`src/rtl/bus_arb.sv`:
```
// bus_arb: round-robin read-bus arbiter. Grants one requester at a time,
// drives the address and read strobe for WAIT_CYCLES+1 cycles, captures the
// bus data and returns it with a one-cycle valid pulse to the winner.
//
// Ports:
//   clk_i       clock, rising edge
//   reset_i     asynchronous active-low reset
//   req_i       per-requester read request (level)
//   ad_i        per-requester address, slice k at [k*AD_LEN +: AD_LEN]
//   bus_data_i  read data from the bus
//   bus_ad_o    bus address (held between transactions)
//   bus_rd_o    bus read strobe
//   gnt_o       one-hot grant, held for the whole transaction
//   data_o      captured read data, broadcast to all requesters
//   valid_o     one-hot, one-cycle data-valid pulse to the winner
//   busy_o      high whenever a transaction is in flight
module bus_arb #(
  parameter int unsigned AD_LEN      = 32,
  parameter int unsigned BUS_WIDTH   = 32,
  parameter int unsigned NREQ        = 2,
  parameter int unsigned WAIT_CYCLES = 1
) (
  input  logic                     clk_i,
  input  logic                     reset_i,
  input  logic [NREQ-1:0]          req_i,
  input  logic [NREQ*AD_LEN-1:0]   ad_i,
  input  logic [BUS_WIDTH-1:0]     bus_data_i,
  output logic [AD_LEN-1:0]        bus_ad_o,
  output logic                     bus_rd_o,
  output logic [NREQ-1:0]          gnt_o,
  output logic [BUS_WIDTH-1:0]     data_o,
  output logic [NREQ-1:0]          valid_o,
  output logic                     busy_o
);

  localparam int unsigned IdxW = (NREQ > 1) ? $clog2(NREQ) : 1;

  typedef enum logic [1:0] {StIdle, StAddr, StDone} state_e;

  state_e                 state_q, state_d;
  logic [IdxW-1:0]        last_q, last_d;
  logic [3:0]             cnt_q, cnt_d;
  logic [AD_LEN-1:0]      ad_q, ad_d;
  logic                   rd_q, rd_d;
  logic [NREQ-1:0]        gnt_q, gnt_d;
  logic [BUS_WIDTH-1:0]   data_q, data_d;
  logic [NREQ-1:0]        valid_q, valid_d;

  logic                   win_found;
  logic [IdxW-1:0]        win_idx;
  int unsigned            scan_idx;

  // Round-robin pick: first set request scanning last+1, last+2, ... mod NREQ.
  always_comb begin
    win_found = 1'b0;
    win_idx   = last_q;
    scan_idx  = 0;
    for (int unsigned i = 1; i <= NREQ; i++) begin
      scan_idx = (32'(last_q) + i) % NREQ;
      if (!win_found && req_i[scan_idx[IdxW-1:0]]) begin
        win_found = 1'b1;
        win_idx   = scan_idx[IdxW-1:0];
      end
    end
  end

  always_comb begin
    state_d = state_q;
    last_d  = last_q;
    cnt_d   = cnt_q;
    ad_d    = ad_q;
    rd_d    = rd_q;
    gnt_d   = gnt_q;
    data_d  = data_q;
    valid_d = valid_q;
    unique case (state_q)
      StIdle: begin
        rd_d    = 1'b0;
        gnt_d   = '0;
        valid_d = '0;
        if (win_found) begin
          ad_d           = ad_i[32'(win_idx)*AD_LEN +: AD_LEN];
          gnt_d[win_idx] = 1'b1;
          rd_d           = 1'b1;
          cnt_d          = 4'd0;
          last_d         = win_idx;
          state_d        = StAddr;
        end
      end
      StAddr: begin
        if (cnt_q == 4'(WAIT_CYCLES)) begin
          data_d  = bus_data_i;
          valid_d = gnt_q;
          rd_d    = 1'b0;
          state_d = StDone;
        end else begin
          cnt_d = cnt_q + 4'd1;
        end
      end
      StDone: begin
        valid_d = '0;
        gnt_d   = '0;
        state_d = StIdle;
      end
      default: state_d = StIdle;
    endcase
  end

  always_ff @(posedge clk_i or negedge reset_i) begin
    if (!reset_i) begin
      state_q <= StIdle;
      last_q  <= IdxW'(NREQ - 1);
      cnt_q   <= 4'd0;
      ad_q    <= '0;
      rd_q    <= 1'b0;
      gnt_q   <= '0;
      data_q  <= '0;
      valid_q <= '0;
    end else begin
      state_q <= state_d;
      last_q  <= last_d;
      cnt_q   <= cnt_d;
      ad_q    <= ad_d;
      rd_q    <= rd_d;
      gnt_q   <= gnt_d;
      data_q  <= data_d;
      valid_q <= valid_d;
    end
  end

  assign bus_ad_o = ad_q;
  assign bus_rd_o = rd_q;
  assign gnt_o    = gnt_q;
  assign data_o   = data_q;
  assign valid_o  = valid_q;
  assign busy_o   = (state_q != StIdle);

endmodule

```
`config.mk`:
```
export PLATFORM = sky130hd
export DESIGN_NAME = bus_arb
export DESIGN_NICKNAME = d
export VERILOG_FILES = /design/src/rtl/bus_arb.sv
export SDC_FILE = /design/constraint.sdc
export NUM_CORES = 1
export LEC_CHECK = 0
export BUFFER_PORTS_ARGS = -buffer_cell sky130_fd_sc_hd__buf_2
export CAP_MARGIN = 30
export CELL_PAD_IN_SITES_DETAIL_PLACEMENT = 2
export CELL_PAD_IN_SITES_GLOBAL_PLACEMENT = 2
export CORE_ASPECT_RATIO = 0.8
export CORE_UTILIZATION = 29
export DETAILED_ROUTE_END_ITERATION = 10
export MAX_ROUTING_LAYER = met4
export PLACE_DENSITY_LB_ADDON = 0.2
export REMOVE_ABC_BUFFERS = 1
export SETUP_SLACK_MARGIN = 0.3
export SLEW_MARGIN = 20
export SYNTH_ARGS = -nofsm -noshare
export SYNTH_HDL_FRONTEND = slang
export SYNTH_SLANG_ARGS = --single-unit
```
`constraint.sdc`:
```
create_clock -name clk_i -period 3.7 [get_ports clk_i]
set_input_delay 0.185 -clock clk_i [delete_from_list [all_inputs] [get_ports clk_i]]
set_output_delay 0.185 -clock clk_i [all_outputs]
set_load 0.01 [all_outputs]
```
==> reports/results.ini, run 1 <==
[cts]
cts.sinks=76
clk_transition_reported_paths_ns=0.06
cts_root_buf=clkbuf_16
cts.repair.resized=0
h-tree-depth=3
clk_latency_ns=0.33
cts_buffer_depth=2
cts_buffers=9
tritoncts=built

[critical_path]
start_kind=flip-flop
end_kind=output port
crit_type=reg2out
critPathArrivalTime_ns=1.79
crit_fanout=23
cp.required_ns=3.51

[timing]
max_freq_mhz=506.4
fin_ws_ns=1.725
rsz0062_at_grt=false
worstMarginPinSlew_ns=0.6526
relSlewSlack_pct=56.49
maxSlewViolCount=0
finalSetupTns_ns=0
fin_crit_ns=1.975
finalHoldViolations=0
setup_viol=0
fin_skew_ns=0.007748
fin_crit_sh_pct=53.37

[global_route]
grt_max_degree=40
grt_pass1_wl_mm=17.00
grt_pass1_vias=3321
antenna_found_initial=0
overflow=0
grt_use_total_pct=19.02

[cells_and_area]
drive_above_1_share_pct=47.75
post-route-util_pct=42.31
multi_input_area_um2=1142
layout.cells.non_filler=611
area_delta_synth_final_pct=38.77
nFillCells=1220
fin_nets=564
diodes=0
final-seq-area_um2=1903

[floorplan]
core-area_um2=11150
io_pins=170
placementRows=34
die_y_um=98.82
chipWidth_um=123.0
die_area_um2=12160
start_util_pct=30.49

[power]
powerDensity_nw_per_um2=870.2
power.share.sequential_pct=36.1
leakagePower_nw=2.616
total_power_mw=4.104
comb_power_share_pct=42.2
netSwitchingFraction_pct=35.55
p_switching_mw=1.459
worst_ir_drop_vdd_mv=0.3032
p_clk_share_pct=21.8
internal-power_mw=2.645

[logic_synthesis]
yosysMostFrequentCell=dfrtp_1
yosys_warnings=0
yosys.area.top_type=dfrtp_1
synth_area_leaders=dfrtp_1 55%, mux2_4 11%, o221ai_1 8.5%
synthFlopType=dfrtp_1
postSynthCellCount=293
synth-edff-count=0
yosysUniqueCellTypes=29
ys_top_cells_by_count=75 x dfrtp_1, 69 x inv_1, 33 x o221ai_1
syn_area_per_cell_um2=11.60
ys_ff_latch=76
synthArstFlopShare_pct=100.0
synth.top_cell.area_share_pct=55.23
synth_area_um2=3398
synth-seq-area-share_pct=56.00

[drt]
via_per_inst=4.653
drt-pass1-iter-count=4
antenna_left=0
wl_per_cell_um=17.25
dr_total_vias=2843
drc=0
drtIter0Drc=56
drt_wl_total_mm=10.54

[placement]
dp_hpwl_mm=7.786
pre_cts_ws_ns=1.699
dp_cells=594
port_buffers=169
gp_congestion=0.6803

[min_path]
hold_path_class=in2reg

[outcome]
status=finished clean

[run]
maxCapViolCount=0

## cells in the final DEF (no fill, tap or decap), drive strengths merged
master / n
buf: 174
dfrtp: 75
inv: 69
o221ai: 33
o21ai: 32
mux2: 32
clkbuf: 10
nand2: 8
mux2i: 3
nand3: 3
nor2: 3
clkinv: 3
nand2b: 3
o22ai: 2
o31ai: 2
ha: 2
clkinvlp: 2
nor3b: 1
or2: 1
o21a: 1
xor2: 1
a31o: 1
nor2b: 1
nand3b: 1
o211ai: 1
bufinv: 1
dlygate4sd3: 1
dfstp: 1
## what timing repair did
item / in CTS / in global routing
setup buffers: 0 / 0
hold buffers: 1 / 0
hold endpoints to repair: 36 / 0
## worst max-delay path: stages (launching register included)
cell and delay [ns]:
dfrtp_1 0.47, nor2_1 0.12, inv_1 0.49, buf_16 0.23
buf_2 0.14
## registers in the layout (all words and copies together) (netlist names)
register / flops
bus_rd_o: 1
valid_o: 2
last_q: 1
state_q: 2
cnt_q: 4
data_o: 32
bus_ad_o: 32
gnt_o: 2
## logic make-up after synthesis
group	after synthesis	synth area share [%]
AOI/OAI and AO/OA	72	14.73
xor gates and xnor gates	1	0.2578
adders and majority gates	2	0.7363
buffers and inverters	86	10.46
DFF	76	56.00
muxes	35	14.36
and+or+nand+nor	21	3.461
## power by group through the flow
| stage | Combinational (mW) | Clock (mW) | Sequential (mW) |
|---|---|---|---|
| 2_1_floorplan | 0.832 | 0 | 1.63 |
| 3_3_place_gp | 1.66 | 0 | 1.46 |
| 3_5_place_dp | 1.78 | 0 | 1.49 |
| 4_1_cts | 1.77 | 0.921 | 1.49 |
| 5_1_grt | 1.90 | 0.955 | 1.54 |
| 6_report | 1.73 | 0.893 | 1.48 |
## per-layer routing
metal  wire length, um  up-vias  part of all wire [%]  track usage, %
li1                  -     1328                     -               -
met1              4356     1434                    41           20.99
met2              5623       72                    53           33.92
met3               405        9                   3.8           4.282
met4               153        0                   1.5           5.653
met5                 0        -                     0               -
## worst paths after layout
kind / startpoint / endpoint / slack (ns) / cells after the start
max: state_q[0] / busy_o / 1.73 / 4
min: bus_data_i[15] / data_o[15] / 0.07 / 2
max reg2reg: cnt_q[1] / data_o[13] / 1.73 / 5
min reg2reg: data_o[16] / data_o[16] / 0.49 / 1
max in group asynchronous: reset_i / data_o[25] / 2.72 / 3
min in group asynchronous: reset_i / bus_ad_o[29] / 0.38 / 2
## cell type report
cell class / count / share of cell area [%]
clock buffer: 10 / 5.068
sequential: 76 / 40.36
tap: 144 / 3.821
timing repair buffer: 175 / 19.69
multi-input combinational: 131 / 24.22
clock inverter: 6 / 1.353
inverter: 69 / 5.492
## metrics by stage
step | hold slack [ns] | cell area, um^2
after global placement | 0.3951 | 4355
after floorplan | -0.1106 | 3302
after global routing | 0.05859 | 4716
after detailed placement | 0.2106 | 4403
after CTS | 0.04978 | 4716
final | 0.06643 | 4716
No activity file was read; power rests on OpenSTA's default activity.
==> inputs of run 2 (changes only) <==
- CORE_UTILIZATION: 29 -> 27
- clock period: 3.7 -> 2 ns (I/O delays scaled with it)
==> run 2 against run 1 <==
  * Largest cell class unchanged
  * Sequential cell count is the same
  * Final cell count grew 11%
  * Highest routed layer unchanged
  * Sequential share of layout area shrank 3.7 points
  * Non-clock buffer count grew 40
  * Via count grew 6.5%
  * Power grew 95%
  * Hold slack lost 0.052 ns
  * Sequential power grew 86%
==> reports/results.ini, run 2 (same netlist as run 1, synthesis figures left out) <==
[global_route]
use_met2_pct=35.39  ; was 33.92%
busiest_layer=met2  ; unchanged
antenna_found_initial=0  ; unchanged
grt_pass1_vias=3490  ; was 3,321
met1_usage_pct=21.59  ; was 20.99%
overflow=0  ; unchanged
grt_use_total_pct=19.41  ; was 19.02%
grt_pass1_wl_mm=18.70  ; was 17.00 mm
grt_max_degree=42  ; was 40
grtUsageMet3_pct=3.770  ; was 4.282%

[cells_and_area]
area_delta_synth_final_pct=52.98  ; was 38.77%
diodes=0  ; unchanged
final_common_cell=buf_2  ; unchanged
drive_above_1_share_pct=46.94  ; was 47.75%
final_cell_mix=168 x buf_2, 75 x dfrtp_1, 68 x inv_1, 33 x o221ai_1  ; was 168 x buf_2, 75 x dfrtp_1, 69 x inv_1, 33 x o221ai_1, 32 x o21ai_0
fin_nets=604  ; was 564

[timing]
finalSetupTns_ns=0  ; unchanged
fin_ws_ns=0.3275  ; was 1.725 ns
worstMarginPinSlew_ns=0.5969  ; was 0.6526 ns
relSlewSlack_pct=60.21  ; was 56.49%
rsz0062_at_grt=true  ; was false
fin_crit_ns=1.673
setup_viol=0  ; unchanged
max_freq_mhz=597.9
maxSlewViolCount=0  ; unchanged
fin_skew_ns=0.008120  ; was 0.007748 ns
finalHoldViolations=0  ; unchanged
timing.hold.ws_ns=0.01465  ; was 0.06643 ns
fin_crit_sh_pct=83.63

[floorplan]
die_area_um2=13040  ; was 12,160 um^2
start_util_pct=27.84  ; was 30.49%
io_pins=170  ; unchanged
chipWidth_um=127.4  ; was 123.0 um
die_y_um=102.3  ; was 98.82 um
core-area_um2=12210  ; was 11,150 um^2
placementRows=36  ; was 34

[critical_path]
setup.worst_path.start=cnt_q[1]  ; was state_q[0]
cp.required_ns=2.23  ; was 3.51 ns
start_kind=flip-flop  ; unchanged
crit_fanout=15  ; was 23
r2r_cells=6  ; was 5
reg2reg_from=cnt_q[1]  ; unchanged
cp_slowest_cell=dfrtp_1  ; was inv_1
critPathArrivalTime_ns=1.90  ; was 1.79 ns
r2r_slack_ns=0.33  ; was 1.73 ns
crit_family=flip-flops  ; was buffers and inverters
critical_path_buf_inv_count=2  ; was 3
slowest_delay_ns=0.43  ; was 0.49 ns
crit_path_cell_trace=inv_2 -> ha_4 -> nor3b_4 -> nand2b_4 -> buf_12 -> mux2_1  ; was nor2_1 -> inv_1 -> buf_16 -> buf_2
worst-path-stages=6  ; was 4
r2r-end=data_o[17]  ; was data_o[13]
crit_type=reg2reg  ; was reg2out
end_kind=flip-flop  ; was output port
cp-endpoint=data_o[17]  ; was busy_o

[min_path]
hold_path_class=in2reg  ; unchanged
whs_path_depth=2  ; unchanged

[power]
power.share.sequential_pct=34.5  ; was 36.1%
powerDensity_nw_per_um2=1537  ; was 870.2 nW/um^2
comb_power_share_pct=44.3  ; was 42.2%
worst_ir_drop_vdd_mv=0.5752  ; was 0.3032 mV
p_switching_mw=2.879  ; was 1.459 mW
internal-power_mw=5.112  ; was 2.645 mW
p_clk_share_pct=21.1  ; was 21.8%
leakagePower_nw=2.824  ; was 2.616 nW
netSwitchingFraction_pct=36.03  ; was 35.55%

[drt]
drc=0  ; unchanged
drt-pass1-iter-count=4  ; unchanged
dr_total_vias=3027  ; was 2,843
drt_wl_total_mm=11.69  ; was 10.54 mm
via_per_inst=4.465  ; was 4.653
antenna_left=0  ; unchanged
wl_per_cell_um=17.25  ; about the same
drtIter0Drc=109  ; was 56

[run]
maxCapViolCount=0  ; unchanged

[cts]
cts_buffers=9  ; unchanged
cts.sinks=76  ; unchanged
clk_transition_reported_paths_ns=0.06  ; about the same
h-tree-depth=3  ; unchanged
tritoncts=built  ; unchanged
cts_root_buf=clkbuf_16  ; unchanged
clk_latency_ns=0.34  ; was 0.33 ns
cts_buffer_depth=2  ; unchanged

[placement]
pre_cts_ws_ns=0.1199  ; was 1.699 ns
port_buffers=169  ; unchanged
gp_congestion=0.7317  ; was 0.6803
dp_hpwl_mm=7.669  ; was 7.786 mm

[outcome]
status=finished clean  ; unchanged

run 2: layout make-up:
| class | count | area (um^2) |
|---|---|---|
| multi-input cells | 131 | 1175 |
| fillers | 1315 | 7008 |
| well taps | 171 | 214.0 |
| flip-flops and latches | 76 | 1903 |
| clock inverters | 7 | 81.33 |
| clock buffers | 9 | 225.2 |
| repair buffers | 215 | 1341 |
| inverters | 69 | 259.0 |
run 2: what timing repair did:
action,CTS,global route
endpoints found under the setup margin,35,40
hold buffers,30,2
endpoints found under the hold margin,68,2
resized for setup,1,7
setup buffers,2,2
gates cloned,0,1
run 2: power groups by stage:
stage	clock, mW	sequential, mW	combinational [mW]
6_report	1.69	2.76	3.54
5_1_grt	1.80	2.87	3.85
4_1_cts	1.74	2.74	3.44
3_5_place_dp	0	2.74	3.31
3_3_place_gp	0	2.71	3.20
2_1_floorplan	0	3.02	1.54
run 2: worst reg2reg max path, stage by stage (launching register included):
cell      delay [ns]
dfrtp_1         0.43
inv_2           0.10
ha_4            0.13
nor3b_4         0.23
nand2b_4        0.16
buf_12          0.19
mux2_1          0.31
run 2: per-layer routing:
| layer | part of all wire (%) | routed length [um] |
|---|---|---|
| met5 | 0 | 0 |
| met4 | 1.6 | 191 |
| met3 | 3.2 | 371 |
| met2 | 55 | 6422 |
| met1 | 40 | 4707 |
run 2: how the worst min path moves through the flow:
| stage | startpoint | to | slack [ns] |
|---|---|---|---|
| floorplan | reset_i | bus_ad_o[0] | -0.20 |
| global placement | reset_i | data_o[8] | 0.15 |
| detailed placement | reset_i | data_o[30] | 0.15 |
| CTS | bus_data_i[28] | data_o[28] | 0.0005 |
| global route | bus_data_i[27] | data_o[27] | 0.01 |
| finish | bus_data_i[27] | data_o[27] | 0.01 |
run 2: per-stage QoR:
step / total power [mW] / utilization, % / area, um^2 / std cells
2_1_floorplan: 4.562 / - / 3302 / 276
3_3_place_gp: 5.915 / 36.63 / 4472 / 625
3_5_place_dp: 6.052 / 36.63 / 4472 / 625
4_1_cts: 7.915 / 41.88 / 5112 / 673
5_1_grt: 8.516 / 42.59 / 5199 / 678
6_report: 7.991 / 42.59 / 5199 / 678
